[src/rtl/bip_control_pkg.sv]
// Shared encodings for the BIP controller: opcodes, FSM states, mux selects and the
// instruction classes produced by the decoder.
package bip_control_pkg;

   localparam int unsigned OpcodeWidth = 5;

   localparam logic [OpcodeWidth-1:0] OpHlt  = 5'b00000;
   localparam logic [OpcodeWidth-1:0] OpSto  = 5'b00001;
   localparam logic [OpcodeWidth-1:0] OpLd   = 5'b00010;
   localparam logic [OpcodeWidth-1:0] OpLdi  = 5'b00011;
   localparam logic [OpcodeWidth-1:0] OpAdd  = 5'b00100;
   localparam logic [OpcodeWidth-1:0] OpAddi = 5'b00101;
   localparam logic [OpcodeWidth-1:0] OpSub  = 5'b00110;
   localparam logic [OpcodeWidth-1:0] OpSubi = 5'b00111;

   localparam logic [1:0] SelAMem = 2'd0;
   localparam logic [1:0] SelAAlu = 2'd1;
   localparam logic [1:0] SelAImm = 2'd2;

   localparam logic SelBMem = 1'b0;
   localparam logic SelBImm = 1'b1;

   localparam logic AluAdd = 1'b0;
   localparam logic AluSub = 1'b1;

   typedef enum logic [2:0] {
      StIdle,
      StFetch,
      StDecode,
      StExec,
      StWb,
      StHalt
   } state_e;

   // ClsImm writes the accumulator in EXEC; ClsMem reads RAM in EXEC and writes in WB.
   typedef enum logic [2:0] {
      ClsHalt,
      ClsStore,
      ClsImm,
      ClsMem,
      ClsNop
   } iclass_e;

   function automatic logic is_busy(input state_e s);
      return s inside {StFetch, StDecode, StExec, StWb};
   endfunction

endpackage

[src/rtl/bip_control_if.sv]
// Program-memory and datapath-control bundle between the BIP controller and its
// surroundings; the controller takes the master side.
interface bip_control_if #(
   parameter int unsigned len_data = 16,
   parameter int unsigned len_addr = 11
);

   logic                start;
   logic [len_data-1:0] instr;
   logic [len_addr-1:0] pc;
   logic [len_addr-1:0] operand;
   logic [1:0]          sel_a;
   logic                sel_b;
   logic                op;
   logic                wr_acc;
   logic                wr_ram;
   logic                rd_ram;
   logic                halted;
   logic [len_data-1:0] cycles;
   logic [len_data-1:0] retired;

   modport master (
      input  start, instr,
      output pc, operand, sel_a, sel_b, op, wr_acc, wr_ram, rd_ram, halted, cycles, retired
   );

   modport slave (
      output start, instr,
      input  pc, operand, sel_a, sel_b, op, wr_acc, wr_ram, rd_ram, halted, cycles, retired
   );

endinterface

[src/rtl/bip_decoder.sv]
// Combinational opcode decoder: instruction class plus the mux/ALU settings used in
// the cycle that loads the accumulator. Unknown opcodes decode as NOP.
module bip_decoder
   import bip_control_pkg::*;
#(
   parameter int unsigned len_opcode = OpcodeWidth
) (
   input  logic [len_opcode-1:0] opcode,
   output iclass_e               iclass,
   output logic [1:0]            sel_a,
   output logic                  sel_b,
   output logic                  op
);

   always_comb begin
      iclass = ClsNop;
      sel_a  = SelAMem;
      sel_b  = SelBMem;
      op     = AluAdd;
      case (opcode)
         len_opcode'(OpHlt): iclass = ClsHalt;
         len_opcode'(OpSto): iclass = ClsStore;
         len_opcode'(OpLdi): begin
            iclass = ClsImm;
            sel_a  = SelAImm;
         end
         len_opcode'(OpAddi): begin
            iclass = ClsImm;
            sel_a  = SelAAlu;
            sel_b  = SelBImm;
         end
         len_opcode'(OpSubi): begin
            iclass = ClsImm;
            sel_a  = SelAAlu;
            sel_b  = SelBImm;
            op     = AluSub;
         end
         len_opcode'(OpLd): begin
            iclass = ClsMem;
            sel_a  = SelAMem;
         end
         len_opcode'(OpAdd): begin
            iclass = ClsMem;
            sel_a  = SelAAlu;
         end
         len_opcode'(OpSub): begin
            iclass = ClsMem;
            sel_a  = SelAAlu;
            op     = AluSub;
         end
         default: iclass = ClsNop;
      endcase
   end

endmodule

[src/rtl/bip_control.sv]
// BIP multi-cycle controller: fetch/decode/execute FSM driving the accumulator datapath,
// plus program counter, instruction register and cycle/retired counters.
module bip_control
   import bip_control_pkg::*;
#(
   parameter int unsigned len_data   = 16,
   parameter int unsigned len_addr   = 11,
   parameter int unsigned len_opcode = OpcodeWidth
) (
   input logic           clk,
   input logic           reset,
   bip_control_if.master bus
);

   state_e              state_q, state_d;
   logic [len_addr-1:0] pc_q;
   logic [len_data-1:0] ir_q;
   logic [len_data-1:0] cycles_q;
   logic [len_data-1:0] retired_q;

   iclass_e    iclass;
   logic [1:0] dec_sel_a;
   logic       dec_sel_b;
   logic       dec_op;

   logic       pc_advance;
   logic       ir_load;
   logic       retire;
   logic [1:0] sel_a;
   logic       sel_b;
   logic       op;
   logic       wr_acc;
   logic       wr_ram;
   logic       rd_ram;

   bip_decoder #(
      .len_opcode (len_opcode)
   ) u_decoder (
      .opcode (ir_q[len_data-1 -: len_opcode]),
      .iclass (iclass),
      .sel_a  (dec_sel_a),
      .sel_b  (dec_sel_b),
      .op     (dec_op)
   );

   always_comb begin
      state_d    = state_q;
      pc_advance = 1'b0;
      ir_load    = 1'b0;
      retire     = 1'b0;
      sel_a      = SelAMem;
      sel_b      = SelBMem;
      op         = AluAdd;
      wr_acc     = 1'b0;
      wr_ram     = 1'b0;
      rd_ram     = 1'b0;
      unique case (state_q)
         StIdle: begin
            if (bus.start) state_d = StFetch;
         end
         StFetch:  state_d = StDecode;
         StDecode: begin
            ir_load = 1'b1;
            state_d = StExec;
         end
         StExec: begin
            case (iclass)
               ClsHalt: begin
                  retire  = 1'b1;
                  state_d = StHalt;
               end
               ClsStore: begin
                  wr_ram     = 1'b1;
                  retire     = 1'b1;
                  pc_advance = 1'b1;
                  state_d    = StFetch;
               end
               ClsImm: begin
                  sel_a      = dec_sel_a;
                  sel_b      = dec_sel_b;
                  op         = dec_op;
                  wr_acc     = 1'b1;
                  retire     = 1'b1;
                  pc_advance = 1'b1;
                  state_d    = StFetch;
               end
               // Memory operand: the read data is only usable by the datapath in WB.
               ClsMem: begin
                  rd_ram  = 1'b1;
                  state_d = StWb;
               end
               default: begin
                  retire     = 1'b1;
                  pc_advance = 1'b1;
                  state_d    = StFetch;
               end
            endcase
         end
         StWb: begin
            sel_a      = dec_sel_a;
            sel_b      = SelBMem;
            op         = dec_op;
            wr_acc     = 1'b1;
            retire     = 1'b1;
            pc_advance = 1'b1;
            state_d    = StFetch;
         end
         StHalt:  state_d = StHalt;
         default: state_d = StIdle;
      endcase
   end

   always_ff @(posedge clk) begin
      if (reset) begin
         state_q   <= StIdle;
         pc_q      <= '0;
         ir_q      <= '0;
         cycles_q  <= '0;
         retired_q <= '0;
      end else begin
         state_q <= state_d;
         if (pc_advance) pc_q <= pc_q + len_addr'(1);
         if (ir_load) ir_q <= bus.instr;
         if (is_busy(state_q)) cycles_q <= cycles_q + len_data'(1);
         if (retire) retired_q <= retired_q + len_data'(1);
      end
   end

   assign bus.pc      = pc_q;
   assign bus.operand = ir_q[len_addr-1:0];
   assign bus.sel_a   = sel_a;
   assign bus.sel_b   = sel_b;
   assign bus.op      = op;
   assign bus.wr_acc  = wr_acc;
   assign bus.wr_ram  = wr_ram;
   assign bus.rd_ram  = rd_ram;
   assign bus.halted  = (state_q == StHalt);
   assign bus.cycles  = cycles_q;
   assign bus.retired = retired_q;

endmodule

[src/flat_wrapper.sv]
// flat-port wrapper written by rule: the top's interface ports become plain ports
module bip_control_flat import bip_control_pkg::*;
#(
   parameter int unsigned len_data   = 16,
   parameter int unsigned len_addr   = 11,
   parameter int unsigned len_opcode = OpcodeWidth
)
  (clk, reset, bus_start, bus_instr, bus_pc, bus_operand, bus_sel_a, bus_sel_b, bus_op, bus_wr_acc, bus_wr_ram, bus_rd_ram, bus_halted, bus_cycles, bus_retired);
  bip_control_if #(.len_data(len_data), .len_addr(len_addr)) bus_i ();
  input logic clk;
  input logic reset;
  input wire logic [$bits(bus_i.start)-1:0] bus_start;
  input wire logic [$bits(bus_i.instr)-1:0] bus_instr;
  output wire logic [$bits(bus_i.pc)-1:0] bus_pc;
  output wire logic [$bits(bus_i.operand)-1:0] bus_operand;
  output wire logic [$bits(bus_i.sel_a)-1:0] bus_sel_a;
  output wire logic [$bits(bus_i.sel_b)-1:0] bus_sel_b;
  output wire logic [$bits(bus_i.op)-1:0] bus_op;
  output wire logic [$bits(bus_i.wr_acc)-1:0] bus_wr_acc;
  output wire logic [$bits(bus_i.wr_ram)-1:0] bus_wr_ram;
  output wire logic [$bits(bus_i.rd_ram)-1:0] bus_rd_ram;
  output wire logic [$bits(bus_i.halted)-1:0] bus_halted;
  output wire logic [$bits(bus_i.cycles)-1:0] bus_cycles;
  output wire logic [$bits(bus_i.retired)-1:0] bus_retired;
  assign bus_i.start = bus_start;
  assign bus_i.instr = bus_instr;
  assign bus_pc = bus_i.pc;
  assign bus_operand = bus_i.operand;
  assign bus_sel_a = bus_i.sel_a;
  assign bus_sel_b = bus_i.sel_b;
  assign bus_op = bus_i.op;
  assign bus_wr_acc = bus_i.wr_acc;
  assign bus_wr_ram = bus_i.wr_ram;
  assign bus_rd_ram = bus_i.rd_ram;
  assign bus_halted = bus_i.halted;
  assign bus_cycles = bus_i.cycles;
  assign bus_retired = bus_i.retired;
  bip_control #(.len_data(len_data), .len_addr(len_addr), .len_opcode(len_opcode)) u_core (.clk(clk), .reset(reset), .bus(bus_i));
endmodule
[config.mk]
export PLATFORM = sky130hd
export DESIGN_NAME = bip_control_flat
export DESIGN_NICKNAME = d
export VERILOG_FILES = /design/src/rtl/bip_control_pkg.sv /design/src/rtl/bip_control_if.sv /design/src/rtl/bip_decoder.sv /design/src/rtl/bip_control.sv /design/src/flat_wrapper.sv
export SDC_FILE = /design/constraint.sdc
export NUM_CORES = 1
export LEC_CHECK = 0
export ABC_AREA = 1
export CAP_MARGIN = 20
export CORE_AREA = 5 5 93 95
export DETAILED_ROUTE_END_ITERATION = 12
export DIE_AREA = 0 0 98 100
export GPL_ROUTABILITY_DRIVEN = 1
export PLACE_DENSITY = 0.81
export SLEW_MARGIN = 25
export SYNTH_ARGS = -nofsm -noshare
export SYNTH_HDL_FRONTEND = slang
export SYNTH_SLANG_ARGS = --single-unit
[constraint.sdc]
create_clock -name clk -period 1.46 [get_ports clk]
set_clock_uncertainty 0.05 [all_clocks]
set_input_delay 0.292 -clock clk [delete_from_list [all_inputs] [get_ports clk]]
set_output_delay 0.292 -clock clk [all_outputs]
set_load 0.01 [all_outputs]
==> impl_metrics.py <==
metrics = {
    "worst_setup_path": {
        "r2r_start": "u_core.state_q[0]",
        "reg2reg_setup_slack_ns": -0.13,
        "reg2reg_depth": 12,
        "cp.arrival_ns": 1.46,
        "worstPathMaxFanout": 3,
        "crit_start": "u_core.ir_q[13]",
        "crit_path_end_kind": "primary output",
        "start_kind": "register",
        "required_ns": 1.12,
        "crit_type": "register to primary output",
        "reg2reg_to": "u_core.bus.cycles[2]",
        "endpoint": "bus_op",
    },
    "cells_and_area": {
        "syn2layout_area_growth_pct": 65.7,
        "final_cell_area_um2": 5570,
        "diodes": 0,
        "nets": 672,
        "layout-drive-gt1-share_pct": 36.6,
    },
    "global_routing": {
        "antenna_found_initial": 0,
        "grt_first_pass_wirelength_um": 16500,
        "grt-ovfl-total": 0,
        "grt_pass1_vias": 3776,
        "gr-usage-all-layers_pct": 20.2,
        "grt_max_degree": 40,
    },
    "synth": {
        "syn_inst": 506,
        "ys_seq_elements": 62,
        "ys_top_cells_by_area": "dfxtp_1 37%, nand2_1 18%, a21oi_1 7.3%, nor2_1 6.6%, nand3_1 5.1%",
        "synth_top_area_share_pct": 36.9,
        "synth.distinct_cells": 31,
        "yosysMostFrequentCell": "nand2_1",
        "ys_async_sr_fraction_pct": 0,
        "synth_edf_count": 0,
        "netlist_area_um2": 3360,
        "synthTopCellsByCount": "161 x nand2_1, 62 x dfxtp_1, 59 x nor2_1, 49 x a21oi_1, 39 x inv_1",
        "yosysSeqAreaShare_pct": 36.9,
        "ys_warn_count": 0,
        "yosys.area.top_type": "dfxtp_1",
        "synth_nets": 528,
        "dominantRegCellSynth": "dfxtp_1",
        "postSynthAreaPerCell_um2": 6.64,
    },
    "clocking": {
        "cts_sinks": 62,
        "ctsHoldBuffers": 0,
        "clk_latency_ns": 0.34,
        "clockRootBuffer": "clkbuf_8",
        "cts_max_level": 3,
        "cts_buffers": 9,
        "clockBufferDepth": 2,
        "cts.clk_slew.worst_paths_ns": 0.07,
        "cts_tree": "built",
    },
    "sta": {
        "whs_ns": 0.412,
        "rsz0062_at_grt": "yes",
        "slew-limit-headroom_pct": 78.4,
        "drv_slew": 0,
        "setup_viol": 50,
        "min_period_over_period_pct": 123,
        "finalHoldViolCount": 0,
        "layout_min_cycle_time_ns": 1.80,
        "finalWorstSetupSlack_ns": -0.340,
        "fmax_mhz": 555,
        "worstMarginPinSlew_ns": 0.321,
    },
    "routing": {
        "routedWlPerCell_um": 14.8,
        "drtPass1Iterations": 5,
        "drt-initial-drc-count": 142,
        "via_per_inst": 5.14,
        "routed-via-count": 3888,
        "drc": 0,
        "routed_wirelength_um": 11200,
        "ant_nets": 0,
    },
    "floorplan": {
        "std_cell_rows": 32,
        "die_h_um": 100,
        "die_w_um": 98,
        "core-area_um2": 7650,
        "initial_utilization_pct": 43.9,
        "ios": 81,
        "die-area_um2": 9800,
    },
    "power": {
        "vdd_drop_max_mv": 0.619,
        "p_leak_nw": 2.49,
        "power_density_nw_per_um2": 858,
    },
    "placed_design": {
        "dp_hpwl_um": 6750,
        "dpl_worst_slack_ns": -0.401,
        "io_buffer_count": 80,
        "place_congestion": 0.872,
        "place_area_um2": 4560,
    },
    "worst_hold_path": {
        "hold_path.class": "register to register",
        "hp-start": "u_core.ir_q[10]",
    },
    "job": {
        "drv_cap": 0,
    },
    "status": {
        "status": "finished, violations left",
        "violations": "setup timing",
    },
}
-- per-layer routing --
layer | up-vias | track usage, % | wire length [um]
met5 | - | 0 | 0
met4 | 0 | 9.58 | 260
met3 | 31 | 5.56 | 682
met2 | 128 | 36.8 | 6000
met1 | 1815 | 21.5 | 4230
li1 | 1914 | - | -
-- cells in the final DEF, fill, tap and decap left out, types with 6 or more instances in the layout --
cell,instances
nand2_4,17
nand2_2,18
nor2_1,48
dfxtp_1,34
a21oi_2,24
nand2_1,130
o21ai_0,7
clkdlybuf4s50_1,18
nor2_4,7
buf_4,53
nand3_1,25
nor2_2,7
dfxtp_2,25
o21ai_1,9
a21oi_1,34
clkbuf_8,10
nand4_1,9
inv_2,6
dlygate4sd2_1,53
buf_6,16
nand3_2,9
inv_1,33
-- how the worst min path moves through the flow --
stage	cells past startpoint	slack, ns	to
2_1_floorplan	2	0.38	u_core.ir_q[5]
3_3_place_gp	2	0.40	u_core.ir_q[8]
3_5_place_dp	2	0.41	u_core.ir_q[10]
4_1_cts	2	0.41	u_core.ir_q[7]
5_1_grt	2	0.44	u_core.ir_q[0]
6_report	2	0.41	u_core.ir_q[10]
-- logic make-up after synthesis --
| group | synth area share (%) |
|---|---|
| AND/OR/NAND/NOR | 35.6 |
| adder cells (fa/ha/maj) | 1.12 |
| AO/OA/AOI/OAI | 13.5 |
| buffers and inverters | 10.3 |
| XOR/XNOR | 2.61 |
| flip-flops | 36.9 |
-- metrics by stage --
stage / util, % / TNS [ns] / instances / power, mW
floorplan: - / 0 / 506 / 2.25
global placement: 59.7 / -4.39 / 715 / 2.58
detailed placement: 59.7 / -7.18 / 715 / 2.60
CTS: 65.4 / -3.04 / 741 / 4.59
global route: 72.8 / -7.38 / 757 / 4.97
finish: 72.8 / -4.25 / 757 / 4.78
-- where the power goes --
group	internal (mW)	leakage (nW)	switching [mW]
logic	0.501	1.85	0.574
clock network	1.18	0.126	0.703
registers	1.76	0.516	0.0633
total	3.44	2.49	1.34
-- state kept, by name (all words and copies together), names as in the netlist --
signal,flops
u_core.bus.pc,11
u_core.ir_q,16
u_core.bus.cycles,16
u_core.bus.retired,16
u_core.state_q,3
-- cell type report --
cell class                 instances  area, um^2
timing repair inverter             2        23.8
multi-input combinational        377        2240
tap                              102         128
clock inverter                     6         109
clock buffer                      10         138
inverter                          43         185
fill                             590        2080
sequential                        62        1280
timing repair buffer             155        1460
-- worst max-delay path: stages, from the launching register on --
cell,delay [ns]
dfxtp_2,0.34
nor3_2,0.20
nand3_1,0.12
nand2_1,0.07
nand2_1,0.05
nand2_2,0.07
nand2_2,0.06
nor2_1,0.08
buf_2,0.13
-- what timing repair did --
item,in CTS,in global routing
gates cloned,4,3
setup buffers,6,15
setup endpoints to repair,115,60
pin swaps,13,34
resized for setup,161,120
(Power assumes the default switching activity.)
